File: config.mk
export PLATFORM = sky130hd
export DESIGN_NAME = seq_sum_monitor
export DESIGN_NICKNAME = d
export VERILOG_FILES = /design/src/rtl/seq_sum_monitor.sv
export SDC_FILE = /design/constraint.sdc
export NUM_CORES = 1
export LEC_CHECK = 0
export CAP_MARGIN = 0
export CORE_UTILIZATION = 35
export DETAILED_ROUTE_END_ITERATION = 6
export GPL_TIMING_DRIVEN = 1
export PLACE_DENSITY = 0.61
export SLEW_MARGIN = 10
export SYNTH_ARGS = -nofsm -noshare
export SYNTH_HDL_FRONTEND = slang
export SYNTH_SLANG_ARGS = --single-unit
File: constraint.sdc
create_clock -name i_clk -period 3.3 [get_ports i_clk]
set_clock_uncertainty 0.05 [all_clocks]
set_input_delay 0.825 -clock i_clk [delete_from_list [all_inputs] [get_ports i_clk]]
set_output_delay 0.825 -clock i_clk [all_outputs]
set_load 0.005 [all_outputs]
File: src/rtl/seq_sum_monitor.sv
// Running-sum monitor: tracks step count, last delta, peak, threshold and sticky wrap flag of Q.
// Latency: one cycle; every output reflects the sample taken at the previous enabled edge.
// Backpressure: none; i_en=0 holds every register and the upstream sum is simply not sampled.
//
// Ports:
//   i_clk        clock, all state updates on the rising edge
//   i_rst        synchronous active-high reset
//   i_q_in       running sum from the sequence adder (WIDTH)
//   i_en         sample enable, 0 = hold everything
//   i_clr        synchronous soft clear, same effect as i_rst
//   o_step_cnt   number of observed sum changes, saturating (CNT_W)
//   o_delta      i_q_in minus previous sample, modulo 2^WIDTH
//   o_peak       largest sample since reset/clear (unsigned)
//   o_thresh_hit last sample >= THRESH (unsigned)
//   o_ovf        sticky: a decrease (wrap) of the sum was observed
//   o_state      00 IDLE, 01 TRACK, 10 WRAPPED
module seq_sum_monitor #(
  parameter int                 WIDTH  = 8,
  parameter int                 CNT_W  = 8,
  parameter logic [WIDTH-1:0]   THRESH = 8'd100
) (
  input  logic             i_clk,
  input  logic             i_rst,
  input  logic [WIDTH-1:0] i_q_in,
  input  logic             i_en,
  input  logic             i_clr,
  output logic [CNT_W-1:0] o_step_cnt,
  output logic [WIDTH-1:0] o_delta,
  output logic [WIDTH-1:0] o_peak,
  output logic             o_thresh_hit,
  output logic             o_ovf,
  output logic [1:0]       o_state
);

  // S_BAD is listed so the decoder covers all encodings explicitly.
  typedef enum logic [1:0] {
    S_IDLE    = 2'b00,
    S_TRACK   = 2'b01,
    S_WRAPPED = 2'b10,
    S_BAD     = 2'b11
  } state_t;

  state_t           r_state;
  logic [WIDTH-1:0] r_prev;
  logic [CNT_W-1:0] r_step_cnt;
  logic [WIDTH-1:0] r_delta;
  logic [WIDTH-1:0] r_peak;
  logic             r_thresh_hit;
  logic             r_ovf;

  state_t           w_nxt_state;
  logic [WIDTH-1:0] w_nxt_prev;
  logic [CNT_W-1:0] w_nxt_step_cnt;
  logic [WIDTH-1:0] w_nxt_delta;
  logic [WIDTH-1:0] w_nxt_peak;
  logic             w_nxt_thresh_hit;
  logic             w_nxt_ovf;

  always_ff @(posedge i_clk) begin
    if (i_rst) begin
      r_state      <= S_IDLE;
      r_prev       <= '0;
      r_step_cnt   <= '0;
      r_delta      <= '0;
      r_peak       <= '0;
      r_thresh_hit <= 1'b0;
      r_ovf        <= 1'b0;
    end else begin
      r_state      <= w_nxt_state;
      r_prev       <= w_nxt_prev;
      r_step_cnt   <= w_nxt_step_cnt;
      r_delta      <= w_nxt_delta;
      r_peak       <= w_nxt_peak;
      r_thresh_hit <= w_nxt_thresh_hit;
      r_ovf        <= w_nxt_ovf;
    end
  end

  always_comb begin
    w_nxt_state      = r_state;
    w_nxt_prev       = r_prev;
    w_nxt_step_cnt   = r_step_cnt;
    w_nxt_delta      = r_delta;
    w_nxt_peak       = r_peak;
    w_nxt_thresh_hit = r_thresh_hit;
    w_nxt_ovf        = r_ovf;

    // Soft clear and the illegal encoding both fall back to a full clear;
    // the simultaneous sample, if any, is discarded.
    if (i_clr || (r_state == S_BAD)) begin
      w_nxt_state      = S_IDLE;
      w_nxt_prev       = '0;
      w_nxt_step_cnt   = '0;
      w_nxt_delta      = '0;
      w_nxt_peak       = '0;
      w_nxt_thresh_hit = 1'b0;
      w_nxt_ovf        = 1'b0;
    end else if (i_en) begin
      w_nxt_prev       = i_q_in;
      w_nxt_thresh_hit = (i_q_in >= THRESH);
      case (r_state)
        S_IDLE: begin
          // First sample only seeds history; no step or delta yet.
          w_nxt_peak  = i_q_in;
          w_nxt_state = S_TRACK;
        end
        default: begin
          // TRACK and WRAPPED share the datapath; WRAPPED is only left by clear.
          w_nxt_peak = (i_q_in > r_peak) ? i_q_in : r_peak;
          if (i_q_in != r_prev) begin
            w_nxt_delta    = i_q_in - r_prev;
            w_nxt_step_cnt = (r_step_cnt == {CNT_W{1'b1}}) ? r_step_cnt
                                                           : r_step_cnt + 1'b1;
          end else begin
            w_nxt_delta = '0;
          end
          if (i_q_in < r_prev) begin
            w_nxt_ovf   = 1'b1;
            w_nxt_state = S_WRAPPED;
          end
        end
      endcase
    end
  end

  assign o_step_cnt   = r_step_cnt;
  assign o_delta      = r_delta;
  assign o_peak       = r_peak;
  assign o_thresh_hit = r_thresh_hit;
  assign o_ovf        = r_ovf;
  assign o_state      = r_state;

endmodule

# Word-level counts from Yosys, hierarchy flattened
# Index checks and enable logic that the tools add are counted.
[totals]
wordCells = 32
out_inout_bits = 28
register_bits = 36
inputBits = 12
[op_classes]
magnitude_cmp = 3
eq_ne = 3
n_reduce_logical = 10
bitwise = 2
muxes = 5
addsub = 2
[op_table]
columns = ["op", "n"]
rows = [
  ["two-way mux 8 bit", 3],
  ["adder 8 x 1 -> 8 bit, second input constant", 1],
  ["== test 8 bit, second input constant", 1],
  [">= comparator 8 x 7 -> 1 bit, second input constant", 1],
  ["greater-than comparator 8 bit", 1],
  ["< comparator 8 bit", 1],
  ["!= test 8 bit", 1],
  ["subtractor 8 bit", 1],
  ["AND reduction 2 bit", 3],
  ["two-way mux 2 bit", 2],
  ["AND reduction 4 bit", 1],
  ["nonzero test 2 bit", 2],
  ["AND reduction 3 bit", 1],
  ["== test 2 bit, second input constant", 1],
  ["zero test 2 bit", 1],
  ["inverter 1 bit", 2],
  ["OR reduction 2 bit", 1],
  ["logical OR 1 bit", 1],
]

# Logic depth before layout (Yosys ltp)
[logic_depth]
word_depth = 3
ltp_mapped = 8
ltp_nobuf = 8

# Worst setup path after synthesis
# No wires, ideal clock.
[synth_timing]
path_type = "input to register"
startpoint = "input i_q_in[5]"
endpoint = "register r_peak[0] (netlist: o_peak[0])"
path_buffers = 1
setup_ns = 0.119
arrival_time_ns = 2.205
path_stages = 7
slack_ns = 0.926
required_ns = 3.131
cell_sequence = "ha_1 -> a211oi_2 -> nor2_1 -> or4_1 -> o221a_1 -> buf_6 -> mux2i_1"
[synth_via]
elab_chain_len = 3
[synth_lines]
columns = ["item", "line", "rtl"]
rows = [
  ["start: declaration", "24", "input logic [WIDTH-1:0] i_q_in,"],
  ["greater-than comparator 8 bit", "109", "w_nxt_peak = (i_q_in > r_peak) ? i_q_in : r_peak;"],
  ["nonzero test 2 bit (no source line)", "n/a", ""],
  ["AND reduction 2 bit (no source line)", "n/a", ""],
  ["end signal: assignment", "73", "r_peak <= w_nxt_peak;"],
  ["end: declaration", "47", "logic [WIDTH-1:0] r_peak;"],
]
# No other way between the ends.
# A chain may end at the register's enable or synchronous reset.

# Worst setup path in the final report
[layout_timing]
startpoint = "input i_q_in[5]"
endpoint = "register r_peak[3] (netlist: o_peak[3])"
# The elaborated chain is that of the path after synthesis.

==> flow_metrics.tcl <==
set metrics [dict create \
    synth_top_area_cell "dfxtp_1" \
    worstMarginPinSlew_ns 0.518 \
    min_period_over_period_pct 83.7 \
    drive_gt1_share_pct 6.59 \
    grt_max_degree 24 \
    ir_drop_v 0.000189 \
    yosysSeqAreaShare_pct 36.2 \
    stdcell_area_sq_mm 0.00256 \
    htree_levels 2 \
    io-pin-count 40 \
    antenna_found_initial 0 \
    coreArea_sq_mm 0.00551 \
    avgSynthCellArea_sq_um 8.70 \
    worst_hold_path_type "reg2reg" \
    fp-row-count 27 \
    drt_first_pass_iters 4 \
    synth_area_leaders "dfxtp_1 (36%), ha_1 (11%), mux2i_1 (8.0%)" \
    viasPerCell 4.93 \
    critical_path_required_ns 3.40 \
    syn_nets 259 \
    diodes 0 \
    grtUsageTotal_pct 15.8 \
    switching_power_uw 233 \
    grt_pass1_wl_um 7510 \
    syn_inst 229 \
    finalSetupViolCount 0 \
    crit_path_end_kind "flip-flop" \
    wl_um 4290 \
    internal_power_uw 663 \
    synth_top_area_share_pct 36.2 \
    holdWs_ns 0.419 \
    reg2reg_slack_ns 1.16 \
    drc 0 \
    fp.dieW_um 77.4 \
    max-clock-path-buffers 2 \
    numPortBuffers 39 \
    cts_buffers 5 \
    dp_hpwl_um 3280 \
    synthToLayoutAreaGrowth_pct 28.4 \
    synth_seq_cells 36 \
    p_per_area_mw_per_mm2 350 \
    cp-start-kind "input pin" \
    fin_crit_ns 2.76 \
    yosys_warnings 0 \
    nets 303 \
    initial_core_util_pct 36.2 \
    clock_sinks 36 \
    post_cts_resized 0 \
    p_seq_share_pct 50.4 \
    maxCapViolCount 0 \
    status "complete, no violations" \
    postCtsSetupBuffers 0 \
    crit_fanout 8 \
    synth_area_sq_mm 0.00199 \
    hold_viol 0 \
    clock_latency_ns 0.28 \
    grt_pass1_vias 1668 \
    fp.dieH_um 77.4 \
    sw_frac_of_total_pct 26.0 \
    rsz0062_at_grt "no" \
    relSlewSlack_pct 65.5 \
    ant_nets 0 \
    criticalPathCategory "in2reg" \
    p_clk_share_pct 32.5 \
    clk_pin_slew_worst_paths_ns 0.07 \
    fmax_mhz 362 \
    place.gp.congestion 0.764 \
    dr_total_vias 1701 \
    ctsHoldBuffers 0 \
    crit_arrival_ns 2.86 \
    cts_root_buf "clkbuf_8" \
    cts_tree "done" \
    drt_iter0_markers 48 \
    grt-ovfl-total 0 \
    fillCellCount 548 \
    finalSetupTns_ns 0 \
    fin_util_pct 46.4 \
    wl_per_cell_um 12.4 \
    synth_cell_types 43 \
    placed_area_sq_mm 0.00248 \
    leakage_uw 0.000943 \
    p_comb_share_pct 17.1 \
    maxSlewViolCount 0 \
    dieArea_sq_mm 0.00600 \
]
[routing by layer]
metal,global-route usage (%),up-vias,share of wire [%]
li1,-,886,-
met1,19.2,769,49
met2,26.5,36,45
met3,4.47,10,4.9
met4,5.85,0,1.7
met5,0,-,0
[Yosys cell counts (all sizes together)]
master	n
dfxtp	36
nor2	30
nand2	24
ha	17
inv	17
mux2i	16
a21oi	9
o21ai	9
xnor2	7
o21a	6
nor2b	5
clkbuf	4
nand3	4
nor3	4
nor4	4
or3	4
a211oi	3
buf	3
nand4	3
o31a	3
a32o	2
and2	2
and4	2
nor3b	2
nor4b	2
a211o	1
a21boi	1
a21o	1
a22o	1
a31oi	1
fa	1
o211a	1
o21bai	1
o221a	1
o41ai	1
or4	1
[cell usage in the layout, fill, tap and decap left out, types with 2 or more instances in the layout]
cell type and n:
clkdlybuf4s50_1 39, dfxtp_1 36, nor2_1 29, nand2_1 24, inv_1 17, ha_1 17, mux2i_1 16, a21oi_1 9
o21ai_0 7, xnor2_1 7, o21a_1 6, nor2b_1 5, clkbuf_8 5, buf_4 5, nor3_1 4, nand3_1 4
nor4_1 4, or3_1 4, nand4_1 3, o31a_1 3, a211oi_2 2, and4_1 2, nor4b_1 2, nor3b_1 2
a32o_1 2
[state kept, by name, summed over array words and instances, names as in the netlist]
| register | cells |
|---|---|
| o_thresh_hit | 1 |
| o_state | 2 |
| o_ovf | 1 |
| o_delta | 8 |
| o_step_cnt | 8 |
| r_prev | 8 |
| o_peak | 8 |
[metrics by stage]
stage	instances	worst slack, ns	power, uW
after floorplan	229	0.926	558
after global placement	338	0.250	615
after detailed placement	338	0.211	616
after CTS	345	0.527	914
after global routing	345	0.344	953
final	345	0.540	896
[kinds of logic (layout without fill, tap and decap cells)]
kind of cell | count (synthesis) | count (layout) | share of synthesized area [%]
AO/OA/AOI/OAI | 41 | 41 | 15.1
XOR/XNOR | 7 | 7 | 3.08
adder cells (fa/ha/maj) | 18 | 18 | 11.7
buffers and inverters | 24 | 68 | 4.96
flip-flops | 36 | 36 | 36.2
multiplexers | 16 | 16 | 8.04
AND/OR/NAND/NOR | 87 | 87 | 20.9
[layout make-up]
| class | instances | area (sq um) | area share [%] |
|---|---|---|---|
| Sequential cell | 36 | 721 | 28.2 |
| Inverter | 17 | 63.8 | 2.50 |
| Multi-Input combinational cell | 169 | 1180 | 46.0 |
| Timing Repair Buffer | 44 | 428 | 16.7 |
| Tap cell | 72 | 90.1 | 3.52 |
| Clock buffer | 6 | 72.6 | 2.84 |
| Clock inverter | 1 | 5.00 | 0.196 |
[worst max-delay path, cell delays in order]
cell             delay (ns)
clkdlybuf4s50_1        0.44
ha_1                   0.33
a211oi_2               0.18
nor2_1                 0.08
or4_1                  0.40
o221a_1                0.41
mux2i_1                0.18
[power groups by stage]
stage	Clock (uW)	Combinational, uW	Sequential, uW
3_5_place_dp	0	154	462
5_1_grt	326	174	453
6_report	291	153	452
4_1_cts	307	155	452
2_1_floorplan	0	97.3	461
3_3_place_gp	0	153	461
[worst paths after layout]
path / startpoint / endpoint / cells past startpoint
worst max register to register: o_peak[5] / o_peak[3] / 7
worst min register to register: o_ovf / o_ovf / 1
worst min-delay path: o_ovf / o_ovf / 1
worst max-delay path: i_q_in[5] / o_peak[3] / 7
Note: power is estimated with default switching activity, not from simulation.
